<file path="config.mk">
export PLATFORM = sky130hd
export DESIGN_NAME = if_fetch_queue
export DESIGN_NICKNAME = d
export VERILOG_FILES = /design/src/rtl/if_fetch_queue.sv
export SDC_FILE = /design/constraint.sdc
export NUM_CORES = 1
export LEC_CHECK = 0
export BUFFER_PORTS_ARGS = -buffer_cell sky130_fd_sc_hd__buf_2
export CAP_MARGIN = 5
export CORE_MARGIN = 3
export CORE_UTILIZATION = 36
export DETAILED_ROUTE_END_ITERATION = 8
export SETUP_SLACK_MARGIN = 0.05
export SYNTH_ARGS = -nofsm -noshare
export SYNTH_HDL_FRONTEND = slang
export SYNTH_SLANG_ARGS = --single-unit
</file>
<file path="constraint.sdc">
create_clock -name clk -period 3.2 [get_ports clk]
set_input_delay 0.16 -clock clk [delete_from_list [all_inputs] [get_ports clk]]
set_output_delay 0.16 -clock clk [all_outputs]
set_load 0.005 [all_outputs]
</file>
<file path="src/rtl/if_fetch_queue.sv">
`default_nettype none
// ============================================================================
// Module  : if_fetch_queue
// Brief   : DEPTH-entry {pc, instr} FIFO between IF and the IF/ID boundary,
//           with one-cycle flush and a NOP bubble when empty.
// Revision: 1.0 - initial release
// ============================================================================
module if_fetch_queue #(
    parameter int               XLEN      = 32,
    parameter int               DEPTH     = 4,
    parameter logic [XLEN-1:0]  NOP_INSTR = 32'h00000013,
    parameter int               CNT_W     = $clog2(DEPTH + 1)
) (
    input  logic              clk,
    input  logic              rst,
    input  logic              in_valid,
    input  logic [XLEN-1:0]   in_pc,
    input  logic [XLEN-1:0]   in_instr,
    output logic              in_ready,
    output logic              out_valid,
    output logic [XLEN-1:0]   out_pc,
    output logic [XLEN-1:0]   out_instr,
    input  logic              out_ready,
    input  logic              flush,
    output logic [CNT_W-1:0]  count,
    output logic [15:0]       flush_cnt
);

    localparam int c_PTR_W = $clog2(DEPTH);

    logic [XLEN-1:0]    r_mem_pc    [DEPTH];
    logic [XLEN-1:0]    r_mem_instr [DEPTH];
    logic [c_PTR_W-1:0] r_wr_ptr;
    logic [c_PTR_W-1:0] r_rd_ptr;
    logic [CNT_W-1:0]   r_count;
    logic [15:0]        r_flush_cnt;

    logic w_full;
    logic w_empty;
    logic w_push;
    logic w_pop;

    // Full is judged on registered occupancy only: a full queue refuses a
    // push even when the head is being consumed in the same cycle.
    assign w_full  = (r_count == CNT_W'(DEPTH));
    assign w_empty = (r_count == '0);
    assign w_push  = in_valid & ~w_full & ~flush;
    assign w_pop   = ~w_empty & out_ready & ~flush;

    always_ff @(posedge clk) begin
        if (!rst) begin
            r_wr_ptr    <= '0;
            r_rd_ptr    <= '0;
            r_count     <= '0;
            r_flush_cnt <= '0;
        end else if (flush) begin
            // Dropping everything is just catching the read pointer up.
            r_rd_ptr <= r_wr_ptr;
            r_count  <= '0;
            if (r_flush_cnt != 16'hFFFF) begin
                r_flush_cnt <= r_flush_cnt + 16'd1;
            end
        end else begin
            if (w_push) begin
                r_wr_ptr <= r_wr_ptr + c_PTR_W'(1);
            end
            if (w_pop) begin
                r_rd_ptr <= r_rd_ptr + c_PTR_W'(1);
            end
            if (w_push && !w_pop) begin
                r_count <= r_count + CNT_W'(1);
            end else if (w_pop && !w_push) begin
                r_count <= r_count - CNT_W'(1);
            end
        end
    end

    always_ff @(posedge clk) begin
        if (rst && w_push) begin
            r_mem_pc[r_wr_ptr]    <= in_pc;
            r_mem_instr[r_wr_ptr] <= in_instr;
        end
    end

    assign in_ready  = ~w_full;
    assign out_valid = ~w_empty;
    assign out_pc    = w_empty ? '0        : r_mem_pc[r_rd_ptr];
    assign out_instr = w_empty ? NOP_INSTR : r_mem_instr[r_rd_ptr];
    assign count     = r_count;
    assign flush_cnt = r_flush_cnt;

endmodule
`default_nettype wire

</file>
==> flow_metrics.tcl, run 1 <==
set metrics [dict create \
    reg2reg_to "count[2]" \
    switchingPower_w 0.00160 \
    cts-root-buf "clkbuf_16" \
    multiInputGateArea_sq_um 2610 \
    stdcell_count 1196 \
    synthXorXnorAreaFrac 0.00402 \
    ir_drop_uv 432 \
    synth_top_family_by_area "multiplexers" \
    yosys_warnings 0 \
    worstPathMaxFanout 30 \
    detailroute.via_count 5980 \
    grt_setup_unrepaired "false" \
    synth_edf_count 256 \
    synth.cell_area_sq_um 10900 \
    drive_gt1_frac 0.352 \
    die_w_microns 180 \
    status "finished clean" \
    fin_skew_ps 9.36 \
    die_h_microns 180 \
    p_total_w 0.00793 \
    required_ps 3040 \
    async_flop_share 0 \
    die_area_sq_um 32400 \
    grtUsageTotal 0.140 \
    grt_pass1_wl_microns 36200 \
    ys.flop_type "edfxtp_1" \
    place.gp.congestion 0.838 \
    met1_length_microns 9810 \
    synth-simple-area-share 0.0684 \
    ys_ff_latch 281 \
    p_seq_frac 0.518 \
    fin_nets 861 \
    yosys.area_share.adder 0.00872 \
    ys_top_cells_by_area "edfxtp_1 (71%), mux4_2 (13%), dfxtp_1 (4.6%)" \
    drc 0 \
    yosysSeqAreaShare 0.751 \
    r2r_slack_ps 660 \
    dr.max_layer_used "met4" \
    whs_ps 62.1 \
    routed_via_density 5.00 \
    slowest_delay_ps 760 \
    numPortBuffers 153 \
    worstSetupPathType "register to primary output" \
    grt_max_degree 65 \
    power_leakage_nw 4.83 \
    dr_wl_met3_microns 1440 \
    ctsResizeCount 0 \
    p_clk_frac 0.411 \
    area_growth_pct 26.8 \
    drtPass1Iterations 5 \
    worstPathArrival_ps 2530 \
    syn_inst 548 \
    hold_path.class "input pin to register" \
    grt_antenna_before_repair 0 \
    insertion_delay_ps 530 \
    post-place-ws_ps 702 \
    path_clk_slew_ps 60 \
    synth_most_common_cell "edfxtp_1" \
    clock_path_buffers 3 \
    netSwitchingFraction 0.202 \
    wirelength_microns 22700 \
    crit_path_start_kind "register" \
    setup_slack_ps 514 \
    drtIter0Drc 328 \
    ys_types 38 \
    maxSlewHeadroom 0.543 \
    rr_worst_depth 8 \
    synth.top_cell.area_share 0.705 \
    pwr_density_cell_nw_per_um2 574 \
    synth.area.mux_share 0.138 \
    tns_ps 0 \
    dp_hpwl_microns 13800 \
    synth_compound_area_frac 0.0184 \
    grt_overflow_total 0 \
    crit_chain "buf_4 > mux4_2 > and2_1 > buf_2" \
    crit_path_end "out_instr[12]" \
    syn_nets 624 \
    power_frac_comb 0.071 \
    final-hold-violation-count 0 \
    min_period_over_period 0.839 \
    wire_per_inst_microns 19.0 \
    dp_cells 1080 \
    cts_sinks 281 \
    cp-end-kind "primary output" \
    final-setup-viol-count 0 \
    slew_viol_final 0 \
    htreeDepth 1 \
    fmax_ghz 0.372 \
    io_pins 154 \
    rows 63 \
    core_area_sq_um 29700 \
    antenna_left 0 \
    seqCellArea_sq_um 8200 \
    r2r-start "count[0]" \
    maxCapViolations 0 \
    synth_common_cells "edfxtp_1 (256), mux4_2 (64), and2_1 (62), dfxtp_1 (25), clkbuf_1 (16)" \
    fill_cells 2525 \
    yosysTopAreaCell "edfxtp_1" \
    avgSynthCellArea_sq_um 19.9 \
    tritoncts "built" \
    start_util 0.367 \
    antenna_cells 0 \
    numCtsBuffers 29 \
    worstMarginPinSlew_ps 680 \
    slowest_stage "dfxtp_4" \
    p_int_w 0.00633 \
    grt_pass1_vias 6428 \
    route.met2.wl_microns 11000 \
    min_period_ps 2690 \
]
stage by stage:
step | utilization | instance area [sq um]
detailed placement | 0.412 | 12300
global placement | 0.412 | 12300
finish | 0.465 | 13800
global route | 0.465 | 13800
floorplan | - | 10900
CTS | 0.465 | 13800
area by class of cell:
type / count / share of cell area
flip-flops and latches: 281 / 0.593
multi-input cells: 236 / 0.189
repair buffers: 229 / 0.114
well taps: 390 / 0.0353
clock buffers: 34 / 0.0539
clock inverters: 18 / 0.0132
inverters: 8 / 0.00217
flip-flops by register name, indices dropped and copies added (netlist names), named ones only:
signal,cells
r_mem_instr,128
r_mem_pc,128
flush_cnt,16
r_rd_ptr,2
r_wr_ptr,2
count,3
power groups by stage:
stage	combinational, W	sequential, W	clock (W)
floorplan	0.000298	0.00415	0
global placement	0.000498	0.00418	0
detailed placement	0.000511	0.00419	0
CTS	0.000577	0.00411	0.00337
global route	0.000620	0.00411	0.00353
finish	0.000564	0.00410	0.00326
worst min-delay path by stage:
stage	start	to	slack [ps]	cells past startpoint
finish	rst	flush_cnt[12]	60	2
global route	rst	flush_cnt[12]	50	2
CTS	flush	flush_cnt[2]	20	3
detailed placement	in_instr[30]	r_mem_instr[2][30]	380	1
global placement	in_pc[25]	r_mem_pc[1][25]	370	1
floorplan	in_instr[0]	r_mem_instr[0][0]	260	0
worst max-delay path: cells and delay by family, from the launching register on:
family	cells	cell delay [ps]
buffers and inverters	2	500
and+or+nand+nor	1	200
DFF	1	760
muxes	1	530
metal layers:
layer	vias to the layer above	global-route usage
li1	2678	-
met1	3076	0.188
met2	180	0.233
met3	46	0.0334
met4	0	0.0316
met5	-	0
cells by family after synthesis:
family / count (synthesis)
AOI/OAI and AO/OA: 32
adders and majority gates: 7
and+or+nand+nor: 122
xor gates and xnor gates: 5
buffers and inverters: 31
muxes: 70
DFF: 281
cell usage in the layout (no fill, tap or decap), types with 6 or more instances in the layout:
master,instances
edfxtp_1,256
buf_2,153
mux4_2,64
dlygate4sd3_1,64
and2_1,62
clkbuf_16,29
dfxtp_1,23
nand2_1,15
a21oi_1,10
o21ai_0,9
clkinv_1,9
nor2_1,8
inv_1,6
nand3_1,6
mux2i_1,6
ha_1,6
buf_12,6
buf_4,6
what timing repair did:
action / in CTS / in global routing
setup buffers: 0 / 0
hold buffers: 64 / 0
hold endpoints to repair: 256 / 0
Power figures use the tool's default switching activity.
==> inputs of run 2 (changes only) <==
Settings changed: ABC_AREA from default to 1.
Clock period 3.2 ns to 2.57 ns, I/O delays scaled along.
==> run 2 against run 1 <==
Cell area is 3.9% higher. Register-to-register slack worse by 80 ps. Flip-flop and latch count stayed put. Sequential share of layout area is 2.3 points lower. Clock skew is 2.0 ps lower. Power is 30% higher. Count of clock-buffer cells in the layout is 1 lower. First-iteration DRC count is 78% higher. Non-clock buffer count is 11 higher. Area after synthesis is 4.0% higher. Worst setup slack worse by 290 ps. Via count is 30% higher. Critical path type unchanged.
==> flow_metrics.tcl, run 2 <==
set metrics [dict create \
    status "finished clean" \
    tns_ps 0 \
    wire_per_inst_microns 16.6 \
    grt_setup_unrepaired "false" \
    reg2reg_to "r_mem_instr[0][28]" \
    antenna_left 0 \
    worstPathMaxFanout 21 \
    syn_nets 1057 \
    tritoncts "built" \
    hold_path.class "input pin to register" \
    ir_drop_uv 494 \
    power_leakage_nw 5.34 \
    cp.depth 6 \
    crit_path_start_kind "register" \
    grt_max_degree 79 \
    place.gp.congestion 0.810 \
    p_seq_frac 0.492 \
    drc 0 \
    antenna_cells 0 \
    synth_most_common_cell "nor2_1" \
    detailroute.via_count 7791 \
    worstPathArrival_ps 2220 \
    slew_viol_final 0 \
    syn_inst 981 \
    drtPass1Iterations 5 \
    area_growth_pct 26.7 \
    maxCapViolations 0 \
    setup_slack_ps 220 \
    ys.flop_type "edfxtp_1" \
    yosys_warnings 0 \
    p_clk_frac 0.429 \
    maxSlewHeadroom 0.431 \
    drtIter0Drc 584 \
    crit_start "count[0]" \
    crit_path_end "out_instr[7]" \
    insertion_delay_ps 540 \
    grt_antenna_before_repair 0 \
    fmax_ghz 0.426 \
    min_period_over_period 0.914 \
    fin_skew_ps 7.38 \
    yosysSeqAreaShare 0.722 \
    mostFrequentLayoutCells "nor2_1 (293), edfxtp_1 (256), buf_2 (153)" \
    drive_gt1_frac 0.198 \
    synth_edf_count 256 \
    crit_chain "inv_1 > nand3_2 > inv_2 > buf_4 > a21oi_1 > buf_2" \
    pwr_density_cell_nw_per_um2 720 \
    fin_nets 1281 \
    die_w_microns 183 \
    r2r-start "count[0]" \
    die_area_sq_um 33700 \
    ys_types 32 \
    start_util 0.368 \
    async_flop_share 0 \
    power_frac_comb 0.079 \
    min_period_ps 2350 \
    switchingPower_w 0.00227 \
    critPathBufInv 4 \
    rr_worst_depth 7 \
    worstMarginPinSlew_ps 853 \
    synth_common_cells "nor2_1 (297), edfxtp_1 (256), o21ai_0 (131), a21oi_1 (75), nand2_1 (58)" \
    ys_top_cells_by_area "edfxtp_1 (68%), nor2_1 (9.8%), o21ai_0 (5.8%)" \
    worstHoldPathCells 3 \
    netSwitchingFraction 0.219 \
    die_h_microns 183 \
    slowest_delay_ps 460 \
    whs_ps 29.4 \
    cts_sinks 281 \
    required_ps 2440 \
    synth.cell_area_sq_um 11300 \
    p_int_w 0.00807 \
    fill_cells 2800 \
    final-setup-viol-count 0 \
    grt_pass1_vias 7673 \
    rows 64 \
    ys_ff_latch 281 \
    critPathTopFamily "buffers and inverters" \
    final_common_cell "nor2_1" \
    synth.top_cell.area_share 0.678 \
    numCtsBuffers 30 \
    cts-root-buf "clkbuf_16" \
    final-hold-violation-count 0 \
    numPortBuffers 153 \
    post-route-util 0.466 \
    cts_setup_buffers 0 \
    grtUsageTotal 0.156 \
    routed_via_density 4.80 \
    cp-end-kind "primary output" \
    path_clk_slew_ps 60 \
    grt_pass1_wl_microns 41700 \
    core_area_sq_um 30800 \
    r2r_slack_ps 580 \
    io_pins 154 \
    dp_hpwl_microns 16100 \
    clock_path_buffers 3 \
    htreeDepth 1 \
    yosysTopAreaCell "edfxtp_1" \
    slowest_stage "inv_2" \
    avgSynthCellArea_sq_um 11.6 \
    grt_overflow_total 0 \
    worstSetupPathType "register to primary output" \
    wirelength_microns 27000 \
    post-place-ws_ps 556 \
]
## run 2: logic make-up (layout without fill, tap and decap cells)
kind of cell | after synthesis | in the layout | synth area share
and+or+nand+nor | 392 | 392 | 0.140
xor gates and xnor gates | 2 | 2 | 0.00155
adders and majority gates | 7 | 7 | 0.00839
AOI/OAI and AO/OA | 214 | 214 | 0.0963
buffers and inverters | 85 | 332 | 0.0318
DFF | 281 | 281 | 0.722
## run 2: worst min path at each step
stage | end | from | slack, ps
4_1_cts | register | flush | 4
5_1_grt | register | flush | 30
2_1_floorplan | r_mem_instr[0][0] | in_instr[0] | 230
6_report | register | flush | 30
3_5_place_dp | r_mem_instr[1][19] | in_instr[19] | 350
3_3_place_gp | r_mem_pc[0][1] | in_pc[1] | 340
## run 2: power by group through the flow
| stage | registers (W) | logic [W] | clock network [W] |
|---|---|---|---|
| 2_1_floorplan | 0.00518 | 0.000384 | 0 |
| 3_3_place_gp | 0.00517 | 0.000747 | 0 |
| 3_5_place_dp | 0.00518 | 0.000752 | 0 |
| 4_1_cts | 0.00508 | 0.000838 | 0.00453 |
| 5_1_grt | 0.00508 | 0.000920 | 0.00471 |
| 6_report | 0.00508 | 0.000820 | 0.00443 |
## run 2: per-stage QoR
step                cells  cell area [sq um]  power [W]
finish               1624              14400     0.0103
CTS                  1624              14400     0.0104
global route         1624              14400     0.0107
global placement     1502              12700    0.00592
detailed placement   1502              12700    0.00593
floorplan             981              11300    0.00556
## run 2: area by class of cell
type | count | area, sq um | area share
clock buffer | 33 | 783 | 0.0545
clock inverter | 22 | 246 | 0.0172
inverter | 37 | 140 | 0.00976
multi-input combinational | 615 | 2820 | 0.196
sequential | 281 | 8190 | 0.570
tap | 396 | 495 | 0.0345
timing repair buffer | 240 | 1690 | 0.117
## run 2: tightest hold or removal path, stage by stage
cell and delay [ps]:
buf_2 160, nand2_1 90, a31oi_1 130
## run 2: timing repair
item | in CTS | in global routing
hold endpoints to repair | 272 | 0
hold buffers | 67 | 0
resized for setup | 0 | 0
## run 2: routing by layer
metal	vias up	routed length (microns)	global-route usage
met2	166	13300	0.274
li1	3871	-	-
met3	40	1190	0.0224
met4	0	634	0.0424
met5	-	0	0
met1	3714	11800	0.204
